--- config.mk ---
export PLATFORM = sky130hd
export DESIGN_NAME = dm_port_arbiter
export DESIGN_NICKNAME = d
export VERILOG_FILES = /design/src/rtl/dm_arb_pkg.sv /design/src/rtl/dm_arb_starve_ctr.sv /design/src/rtl/dm_port_arbiter.sv
export SDC_FILE = /design/constraint.sdc
export NUM_CORES = 1
export LEC_CHECK = 0
export ABC_AREA = 1
export BUFFER_PORTS_ARGS = -buffer_cell sky130_fd_sc_hd__clkbuf_2
export CORE_UTILIZATION = 37
export DETAILED_ROUTE_END_ITERATION = 10
export GPL_ROUTABILITY_DRIVEN = 0
export PLACE_DENSITY = 0.85
export SYNTH_ARGS = -nofsm -noshare
export SYNTH_HDL_FRONTEND = slang
export SYNTH_SLANG_ARGS = --single-unit
--- constraint.sdc ---
create_clock -name clk -period 3.2 [get_ports clk]
set_clock_uncertainty 0.1 [all_clocks]
set_input_delay 0.32 -clock clk [delete_from_list [all_inputs] [get_ports clk]]
set_output_delay 0.32 -clock clk [all_outputs]
set_load 0.05 [all_outputs]
--- src/rtl/dm_arb_pkg.sv ---
// Shared types and defaults for the data-memory port arbiter.
// The optional statistics counters are enabled by defining DM_ARB_STATS_EN.
package dm_arb_pkg;

    localparam int DEF_ADDR_W   = 8;
    localparam int DEF_DATA_W   = 8;
    localparam int DEF_MAX_WAIT = 4;

    // Starvation counter width; MAX_WAIT is legal from 1 to 15.
    localparam int WAIT_W = 4;

    // Statistics counter widths (used only when DM_ARB_STATS_EN is defined).
    localparam int CONFLICT_CNT_W = 16;
    localparam int FORCE_CNT_W    = 8;

    typedef enum logic {
        NORMAL,
        FORCE
    } arb_state_e;

    typedef enum logic [1:0] {
        OWN_NONE,
        OWN_PIPE,
        OWN_LD
    } owner_e;

endpackage

--- src/rtl/dm_arb_starve_ctr.sv ---
// Loader starvation guard: counts consecutive lost arbitration cycles and
// raises force_slot for exactly one loader beat once MAX_WAIT is reached.
// With DM_ARB_STATS_EN defined it also counts NORMAL->FORCE transitions.
module dm_arb_starve_ctr
    import dm_arb_pkg::*;
#(
    parameter int MAX_WAIT = DEF_MAX_WAIT
) (
    input  logic clk,
    input  logic reset,
    input  logic ld_req,
    input  logic ld_gnt,
    output logic force_slot
`ifdef DM_ARB_STATS_EN
    ,
    output logic [FORCE_CNT_W-1:0] force_cnt
`endif
);

    localparam logic [WAIT_W-1:0] LAST_WAIT = WAIT_W'(MAX_WAIT - 1);

    arb_state_e        state;
    logic [WAIT_W-1:0] wait_cnt;
    logic              lost;
    logic              enter_force;

    // A lost cycle is a loader request that the arbiter did not take.
    assign lost        = ld_req & ~ld_gnt;
    assign enter_force = (state == NORMAL) && lost && (wait_cnt == LAST_WAIT);
    assign force_slot  = (state == FORCE);

    // Starvation counter and NORMAL/FORCE state machine.
    // NOTE: sequential state uses non-blocking assignments so every flop
    // samples the pre-edge values regardless of statement order.
    // NOTE: only control state is reset; datapath values need no reset.
    always_ff @(posedge clk or negedge reset) begin
        if (!reset) begin
            state    <= NORMAL;
            wait_cnt <= '0;
        end else begin
            if (!ld_req || ld_gnt) begin
                wait_cnt <= '0;
            end else begin
                wait_cnt <= wait_cnt + 1'b1;
            end

            case (state)
                NORMAL:  if (enter_force)        state <= FORCE;
                FORCE:   if (ld_gnt || !ld_req)  state <= NORMAL;
                default:                         state <= NORMAL;
            endcase
        end
    end

`ifdef DM_ARB_STATS_EN
    // Saturating count of starvation episodes that forced a loader slot.
    always_ff @(posedge clk or negedge reset) begin
        if (!reset) begin
            force_cnt <= '0;
        end else if (enter_force && (force_cnt != '1)) begin
            force_cnt <= force_cnt + 1'b1;
        end
    end
`endif

endmodule

--- src/rtl/dm_port_arbiter.sv ---
// Arbitrates the single-port data memory between the pipeline DM stage
// (priority) and the loader/debug port, with a starvation guard that forces
// one loader beat and stalls the pipeline. Read data is returned one cycle
// after the grant to whichever requester owned the read.
// Optional: define DM_ARB_STATS_EN to add the conflict_cnt/force_cnt ports.
module dm_port_arbiter
    import dm_arb_pkg::*;
#(
    parameter int ADDR_W   = DEF_ADDR_W,
    parameter int DATA_W   = DEF_DATA_W,
    parameter int MAX_WAIT = DEF_MAX_WAIT
) (
    input  logic              clk,
    input  logic              reset,
    input  logic              pipe_en,
    input  logic              pipe_rw,
    input  logic [ADDR_W-1:0] pipe_addr,
    input  logic [DATA_W-1:0] pipe_wdata,
    output logic              pipe_stall,
    output logic [DATA_W-1:0] pipe_rdata,
    output logic              pipe_rvalid,
    input  logic              ld_req,
    input  logic              ld_rw,
    input  logic [ADDR_W-1:0] ld_addr,
    input  logic [DATA_W-1:0] ld_wdata,
    output logic              ld_gnt,
    output logic [DATA_W-1:0] ld_rdata,
    output logic              ld_rvalid,
    output logic              mem_en,
    output logic              mem_we,
    output logic [ADDR_W-1:0] mem_addr,
    output logic [DATA_W-1:0] mem_din,
    input  logic [DATA_W-1:0] mem_dout
`ifdef DM_ARB_STATS_EN
    ,
    output logic [CONFLICT_CNT_W-1:0] conflict_cnt,
    output logic [FORCE_CNT_W-1:0]    force_cnt
`endif
);

    owner_e owner;
    owner_e rd_tag;
    logic   rd_flag;
    logic   force_slot;

    dm_arb_starve_ctr #(
        .MAX_WAIT (MAX_WAIT)
    ) u_starve_ctr (
        .clk        (clk),
        .reset      (reset),
        .ld_req     (ld_req),
        .ld_gnt     (ld_gnt),
        .force_slot (force_slot)
`ifdef DM_ARB_STATS_EN
        ,
        .force_cnt  (force_cnt)
`endif
    );

    // Ownership decision: pipeline first unless a forced loader slot is due.
    // NOTE: every signal gets a default at the top of the block so no path
    // leaves it unassigned, which would otherwise infer a latch.
    always_comb begin
        owner      = OWN_NONE;
        ld_gnt     = 1'b0;
        pipe_stall = 1'b0;
        if (reset) begin
            if (ld_req && (force_slot || !pipe_en)) begin
                owner      = OWN_LD;
                ld_gnt     = 1'b1;
                pipe_stall = pipe_en;
            end else if (pipe_en) begin
                owner = OWN_PIPE;
            end
        end
    end

    // Memory port mux; with no owner the address/data follow the pipeline.
    always_comb begin
        mem_en   = (owner != OWN_NONE);
        mem_we   = 1'b0;
        mem_addr = pipe_addr;
        mem_din  = pipe_wdata;
        case (owner)
            OWN_PIPE: mem_we = pipe_rw;
            OWN_LD: begin
                mem_we   = ld_rw;
                mem_addr = ld_addr;
                mem_din  = ld_wdata;
            end
            default: ;
        endcase
    end

    // Remember who issued a read so the returning data reaches its owner.
    always_ff @(posedge clk or negedge reset) begin
        if (!reset) begin
            rd_flag <= 1'b0;
            rd_tag  <= OWN_NONE;
        end else begin
            rd_flag <= mem_en & ~mem_we;
            rd_tag  <= owner;
        end
    end

    assign pipe_rvalid = rd_flag && (rd_tag == OWN_PIPE);
    assign ld_rvalid   = rd_flag && (rd_tag == OWN_LD);
    assign pipe_rdata  = mem_dout;
    assign ld_rdata    = mem_dout;

`ifdef DM_ARB_STATS_EN
    // Saturating count of cycles where both requesters asked together.
    always_ff @(posedge clk or negedge reset) begin
        if (!reset) begin
            conflict_cnt <= '0;
        end else if (pipe_en && ld_req && (conflict_cnt != '1)) begin
            conflict_cnt <= conflict_cnt + 1'b1;
        end
    end
`endif

endmodule

==> results of run 1 <==
layer usage:
metal / GRT usage / up-vias / wire [um]
met5: 0 / - / 0
met4: 0.0833 / 0 / 25
met3: 0.0340 / 5 / 191
met2: 0.300 / 49 / 858
met1: 0.128 / 316 / 625
li1: - / 337 / -
synthesized netlist by cell type (all sizes together):
library cell   n  area [sq um]
dfrtp          8           200
buf           18           151
xnor2          1          8.76
o21ai          1          8.76
inv            7          26.3
a21boi         2          18.8
nor3           1          5.00
nand3          1          5.00
a21oi          1          5.00
ha             4          50.1
nand2          8          30.0
mux2          16           218
nand4          1          6.26
nor2          12          45.0
through the flow:
step	cells	power (mW)	hold WS, ps	instance area, sq um	utilization
finish	154	0.340	237	996	0.508
detailed placement	150	0.261	87.3	963	0.491
global placement	150	0.259	81.0	963	0.491
global route	154	0.355	276	996	0.508
CTS	154	0.341	242	996	0.508
floorplan	81	0.273	-75.6	778	-
layout make-up:
| type | instances | area, sq um | area share |
|---|---|---|---|
| Clock buffer | 3 | 22.5 | 0.0226 |
| Inverter | 7 | 26.3 | 0.0264 |
| Multi-Input combinational cell | 48 | 400 | 0.402 |
| Sequential cell | 8 | 200 | 0.201 |
| Tap cell | 27 | 33.8 | 0.0339 |
| Timing Repair Buffer | 61 | 313 | 0.314 |
where the power goes:
part	internal, mW	total (mW)	switching (mW)
combinational	0.0535	0.150	0.0962
sequential	0.106	0.109	0.00343
clock	0.0432	0.0810	0.0378
repair_timing:
| item | CTS | global route |
|---|---|---|
| hold endpoints to repair | 8 | 0 |
| buffers inserted | 0 | 0 |
| hold buffers | 1 | 0 |
how the worst max path moves through the flow:
stage                                       start      to  cells after the start
after floorplan           u_starve_ctr.force_slot  mem_we                      8
after global placement                     ld_req  mem_we                      9
after detailed placement                  pipe_en  mem_we                      9
after CTS                                   reset  mem_we                      9
after global routing                        reset  mem_we                      9
final                                       reset  mem_we                      9
flip-flops by register name, indices dropped and copies added, names as in the netlist:
register and count:
u_starve_ctr.force_slot 1, u_starve_ctr.wait_cnt 4, rd_tag 2, rd_flag 1
cells by family after synthesis:
family          synth area share
compound gates            0.0418
xor+xnor                  0.0113
fa+ha+maj                 0.0643
buf+inv                    0.228
flops                      0.257
mux                        0.280
simple gates               0.117
critical path: cells and delay by family:
| kind | cells | cell delay, ps |
|---|---|---|
| AO/OA/AOI/OAI | 1 | 230 |
| AND/OR/NAND/NOR | 2 | 240 |
| buffers and inverters | 5 | 1470 |
| adder cells (fa/ha/maj) | 1 | 160 |
==> impl_metrics.tcl, run 1 <==
set metrics [dict create \
    outcome "finished clean" \
    drv_cap 0 \
    dieHeight_um 47.9 \
    die-area_sq_mm 0.00229 \
    dp_slack_ps 877 \
    grt_remaining_overflow 0 \
    cp_cell_sequence "dlygate4sd3_1 -> clkbuf_2 -> nand2_1 -> inv_1 -> ha_1 -> buf_4 -> nand2_1 -> a21boi_0 -> clkbuf_2" \
    hold_start "ld_req" \
    irDropWorstVdd_mv 0.188 \
    leakagePower_nw 0.579 \
    period_minus_slack_ps 2830 \
    grtUsageTotal 0.148 \
    root_buffer "clkbuf_4" \
    syn2layout_area_growth_pct 28.0 \
    routed_wl_um 1700 \
    h-tree-depth 1 \
    ys_types 18 \
    vias 707 \
    rsz0062_at_grt "false" \
    grt_start_max_net_pins 18 \
    tns_ps 0 \
    vias_per_cell 4.59 \
    clk-insertion-delay-late_ps 260 \
    ys_ff_latch 8 \
    hold_path_class "in2reg" \
    cts_tree "yes" \
    cp-end-kind "output port" \
    max_freq_ghz 0.354 \
    final_cell_mix "59 x clkbuf_2, 12 x nor2_1, 10 x mux2_4, 8 x nand2_1, 8 x dfrtp_1" \
    yosysSeqAreaShare 0.257 \
    cts.repair.resized 0 \
    holdPathStages 3 \
    worst-r2r-setup-slack_ps 1360 \
    hold_viol_final 0 \
    yosys_warnings 0 \
    drtIter0Drc 2 \
    critPathSlowestCell "dlygate4sd3_1" \
    dp_hpwl_um 1510 \
    pin_count 84 \
    drt_first_pass_iters 2 \
    r2r-end "rd_flag" \
    setup_viol 0 \
    synthCells 81 \
    period_share 0.884 \
    required_ps 2780 \
    clkTransAtPathRegs_ps 60 \
    drive_gt1_frac 0.638 \
    grt_pass1_vias 605 \
    critPathMaxStageDelay_ps 530 \
    worst_slew_pin_slew_ps 283 \
    port_buffers 59 \
    path_class "in2out" \
    slew_violations 0 \
    final_common_cell "clkbuf_2" \
    worst_slack_ps 373 \
    syn_area_sq_um 778 \
    clk_path_buf_depth 2 \
    postSynthAreaPerCell_sq_um 9.61 \
    cts_made_buffers 3 \
    cp-start-kind "input pin" \
    diodes 0 \
    rows 16 \
    postSynthNetCount 131 \
    die_w_um 47.9 \
    min_to "u_starve_ctr.wait_cnt[1]" \
    max_slew_margin 0.812 \
    cts_sinks 8 \
    power_density_mw_per_mm2 342 \
    antenna_found_initial 0 \
    nets 179 \
    start_util 0.397 \
    routedWlPerCell_um 11.0 \
    drc 0 \
    r2r_start "u_starve_ctr.force_slot" \
    fillers 205 \
    arrival_ps 2410 \
    core_region_area_sq_mm 0.00196 \
    grt_pass1_wl_um 2260 \
    final_antenna_net_count 0 \
    rr_worst_depth 9 \
    crit_fanout 17 \
]
Note: power is estimated with default switching activity, not from simulation.
==> run 2, diff against run 1 <==
Settings changed: GPL_TIMING_DRIVEN set to 0, PLACE_DENSITY 0.85 to 0.94.
==> impl_metrics.tcl, run 2 (same netlist as run 1, synthesis figures left out) <==
set metrics [dict create \
    outcome "finished clean" \
    nets 212 \
    cts_tree "yes" \
    start_util 0.397 \
    final_cell_mix "75 x clkbuf_2, 16 x buf_4, 12 x nor2_1, 10 x mux2_4" \
    power_density_mw_per_mm2 329 \
    grt_pass1_wl_um 2840 \
    grt_pass1_vias 756 \
    die_w_um 47.9 \
    clk_path_buf_depth 2 \
    arrival_ps 2420 \
    root_buffer "clkbuf_4" \
    drive_gt1_frac 0.713 \
    max_freq_ghz 0.352 \
    crit_fanout 10 \
    path_class "in2out" \
    pin_count 84 \
    clkTransAtPathRegs_ps 50 \
    h-tree-depth 1 \
    rsz0062_at_grt "false" \
    cp-end-kind "output port" \
    max_slew_margin 0.806 \
    cp_cell_sequence "dlygate4sd3_1 -> clkbuf_2 -> inv_1 -> nor2_1 -> nand2_1 -> ha_1 -> buf_6 -> buf_12 -> mux2_4 -> clkbuf_2" \
    port_buffers 75 \
    routed_wl_um 2230 \
    drv_cap 0 \
    die-area_sq_mm 0.00229 \
    drc 0 \
    hold_path_class "in2reg" \
    holdWs_ps 250 \
    cp-start-kind "input pin" \
    worst_slew_pin_slew_ps 292 \
    largest_reg_flops 4 \
    postCtsSetupRepairBufs 0 \
    cp.depth 10 \
    drt_first_pass_iters 3 \
    required_ps 2780 \
    setup_viol 0 \
    routedWlPerCell_um 11.9 \
    holdPathStages 3 \
    max_flop_register "u_starve_ctr.wait_cnt" \
    final_antenna_net_count 0 \
    antenna_found_initial 0 \
    diodes 0 \
    grt_start_max_net_pins 11 \
    leakagePower_nw 0.732 \
    cts_made_buffers 3 \
    clk-insertion-delay-late_ps 250 \
    dieHeight_um 47.9 \
    vias_per_cell 4.46 \
    final_common_cell "clkbuf_2" \
    largest_registers "u_starve_ctr.wait_cnt x4, rd_tag x2" \
    vias 834 \
    critical_path_buf_inv_count 6 \
    drtIter0Drc 6 \
    hold_viol_final 0 \
    path_delay_family "buffers and inverters" \
    fillers 184 \
    slew_violations 0 \
    crit_path_frequent_cell "clkbuf_2" \
    grt_remaining_overflow 0 \
    rr_worst_depth 9 \
    grtUsageTotal 0.182 \
    core_region_area_sq_mm 0.00196 \
    critPathMaxStageDelay_ps 520 \
    dp_hpwl_um 2030 \
    cts_sinks 8 \
    irDropWorstVdd_mv 0.230 \
    critPathSlowestCell "dlygate4sd3_1" \
    tns_ps 0 \
    syn2layout_area_growth_pct 56.8 \
    period_share 0.888 \
    rows 16 \
    period_minus_slack_ps 2840 \
]
## run 2: final timing paths
path                                          start                  endpoint  slack (ps)
max in group asynchronous                     reset                   rd_flag        2450
hold reg to reg            u_starve_ctr.wait_cnt[0]  u_starve_ctr.wait_cnt[0]         390
setup / recovery                              reset               mem_addr[0]         360
min in group asynchronous                     reset  u_starve_ctr.wait_cnt[3]         360
setup reg to reg            u_starve_ctr.force_slot                   rd_flag        1470
hold / removal                               ld_req  u_starve_ctr.wait_cnt[1]         250
## run 2: stage by stage
step,power [mW],instances,cell area [sq um],setup WS (ps),utilization
after global placement,0.323,183,1190,942,0.605
final,0.401,187,1220,357,0.622
after CTS,0.406,187,1220,330,0.622
after floorplan,0.273,81,778,168,-
after detailed placement,0.329,183,1190,853,0.605
after global routing,0.421,187,1220,185,0.622
## run 2: final cells by class
type | instances | area [sq um] | area share
timing repair buffer | 76 | 385 | 0.316
sequential | 8 | 200 | 0.164
tap | 27 | 33.8 | 0.0277
inverter | 7 | 26.3 | 0.0215
multi-input combinational | 48 | 400 | 0.328
buffer | 18 | 151 | 0.124
clock buffer | 3 | 22.5 | 0.0185
## run 2: per-layer routing
layer | wire [um] | up-vias | global-route usage
li1 | - | 407 | -
met1 | 669 | 379 | 0.138
met2 | 1320 | 46 | 0.408
met3 | 223 | 2 | 0.0415
met4 | 19 | 0 | 0.0667
met5 | 0 | - | 0
## run 2: report_power, final
group | internal, mW | switching, mW | leakage, nW
clock | 0.0427 | 0.0314 | 0.0138
combinational | 0.0747 | 0.142 | 0.611
sequential | 0.106 | 0.00357 | 0.107
total | 0.224 | 0.177 | 0.732
## run 2: what timing repair did
item,CTS,global route
resized for setup,0,0
hold buffers,1,0
endpoints found under the hold margin,8,0
## run 2: tightest hold or removal path, delay by kind of cell
kind            cells  cell delay (ps)
buf+inv             1              100
compound gates      1              100
simple gates        1               50
==> run 3, diff against run 2 <==
Settings changed: CTS_CLUSTER_DIAMETER set to 60, PLACE_DENSITY 0.94 to 0.84, SKIP_LAST_GASP set to 1.
==> impl_metrics.tcl, run 3 (same netlist as run 1, synthesis figures left out) <==
set metrics [dict create \
    outcome "finished clean" \
    port_buffers 75 \
    clk_path_buf_depth 2 \
    irDropWorstVdd_mv 0.203 \
    total_power_mw 0.397 \
    leakagePower_nw 0.732 \
    required_ps 2780 \
    power.switching_mw 0.174 \
    worstSetupEndpoint "mem_addr[2]" \
    routed_wl_um 1930 \
    intPower_mw 0.223 \
    sequentialPowerShare 0.277 \
    clk-insertion-delay-late_ps 250 \
    period_share 0.881 \
    final_antenna_net_count 0 \
    cts_made_buffers 3 \
    diodes 0 \
    die_w_um 47.9 \
    critPathLaunch "reset" \
    worst_slew_pin_slew_ps 291 \
    grtUsageTotal 0.169 \
    grt_start_max_net_pins 11 \
    die-area_sq_mm 0.00229 \
    worst-r2r-setup-slack_ps 1490 \
    h-tree-depth 1 \
    grt_remaining_overflow 0 \
    max_freq_ghz 0.355 \
    drt_first_pass_iters 4 \
    root_buffer "clkbuf_4" \
    combPwrFrac 0.541 \
    grt_pass1_wl_um 2670 \
    setup_viol 0 \
    path_class "in2out" \
    grt_pass1_vias 696 \
    drive_gt1_frac 0.713 \
    cp-end-kind "output port" \
    drv_cap 0 \
    clkTransAtPathRegs_ps 50 \
    r2r-end "rd_flag" \
    core_region_area_sq_mm 0.00196 \
    final_common_cell "clkbuf_2" \
    cts_sinks 8 \
    r2r_start "u_starve_ctr.force_slot" \
    nets 212 \
    dp.cells 183 \
    drtIter0Drc 2 \
    largest_registers "u_starve_ctr.wait_cnt x4, rd_tag x2" \
    worst_slack_ps 382 \
    cp-start-kind "input pin" \
    drc 0 \
    pin_count 84 \
    vias_per_cell 4.30 \
    swShare 0.437 \
    start_util 0.397 \
    crit_fanout 10 \
    syn2layout_area_growth_pct 56.8 \
    hold_viol_final 0 \
    stdcell_area_sq_mm 0.00122 \
    dieHeight_um 47.9 \
    rows 16 \
    dp_slack_ps 901 \
    largest_reg_flops 4 \
    post_dp_cell_area_sq_mm 0.00119 \
    fin_cells 187 \
    vias 804 \
    tns_ps 0 \
    hold_path_class "in2reg" \
    cts_tree "yes" \
    slew_violations 0 \
    rsz0062_at_grt "false" \
    power_density_mw_per_mm2 325 \
    period_minus_slack_ps 2820 \
    cts.repair.resized 0 \
    rr_worst_depth 9 \
    max_flop_register "u_starve_ctr.wait_cnt" \
    arrival_ps 2400 \
    power_frac_clock 0.182 \
    final_cell_mix "75 x clkbuf_2, 16 x buf_4, 12 x nor2_1, 10 x mux2_4" \
    antenna_found_initial 0 \
    max_slew_margin 0.807 \
    routedWlPerCell_um 10.3 \
]
## run 3: cell counts in the layout (fill, tap and decap cells not counted)
Identical to the previous run, type by type.
## run 3: power groups by stage
stage | Combinational, mW | Clock, mW | Sequential (mW)
finish | 0.215 | 0.0723 | 0.110
floorplan | 0.162 | 0 | 0.111
CTS | 0.217 | 0.0762 | 0.110
global route | 0.230 | 0.0829 | 0.110
detailed placement | 0.215 | 0 | 0.112
global placement | 0.211 | 0 | 0.111
## run 3: critical path, stage by stage
cell,delay [ps]
dlygate4sd3_1,520
clkbuf_2,240
inv_1,120
nor2_1,110
nand2_1,80
ha_1,190
buf_6,140
buf_12,140
mux2_4,290
clkbuf_2,230
## run 3: layout make-up
class	instances	area [sq um]
Tap cell	27	33.8
Timing Repair Buffer	76	385
Multi-Input combinational cell	48	400
Inverter	7	26.3
Sequential cell	8	200
Buffer	18	151
Fill cell	162	742
Clock buffer	3	22.5
## run 3: stage by stage
step | hold slack [ps] | util
3_3_place_gp | 77.4 | 0.605
2_1_floorplan | -75.6 | -
6_report | 263 | 0.622
5_1_grt | 264 | 0.622
4_1_cts | 255 | 0.622
3_5_place_dp | 87.7 | 0.605
## run 3: how the worst min path moves through the flow
stage / depth (start not counted) / to / slack (ps) / from
CTS: 3 / u_starve_ctr.wait_cnt[1] / 260 / ld_req
finish: 3 / u_starve_ctr.wait_cnt[1] / 260 / ld_req
floorplan: 0 / rd_flag / -80 / reset
detailed placement: 1 / u_starve_ctr.wait_cnt[1] / 90 / reset
global placement: 1 / u_starve_ctr.wait_cnt[1] / 80 / reset
global route: 3 / u_starve_ctr.wait_cnt[1] / 260 / ld_req
## run 3: metal layers
metal | share of wire | GRT usage | vias up
met3 | 0.088 | 0.0566 | 0
met4 | 0 | 0.0778 | 0
li1 | - | - | 405
met5 | 0 | 0 | -
met2 | 0.55 | 0.335 | 38
met1 | 0.36 | 0.149 | 361
## run 3: timing repair
action | 4_1_cts | 5_1_grt
buffers inserted | 0 | 0
hold buffers | 1 | 0
hold endpoints to repair | 8 | 0
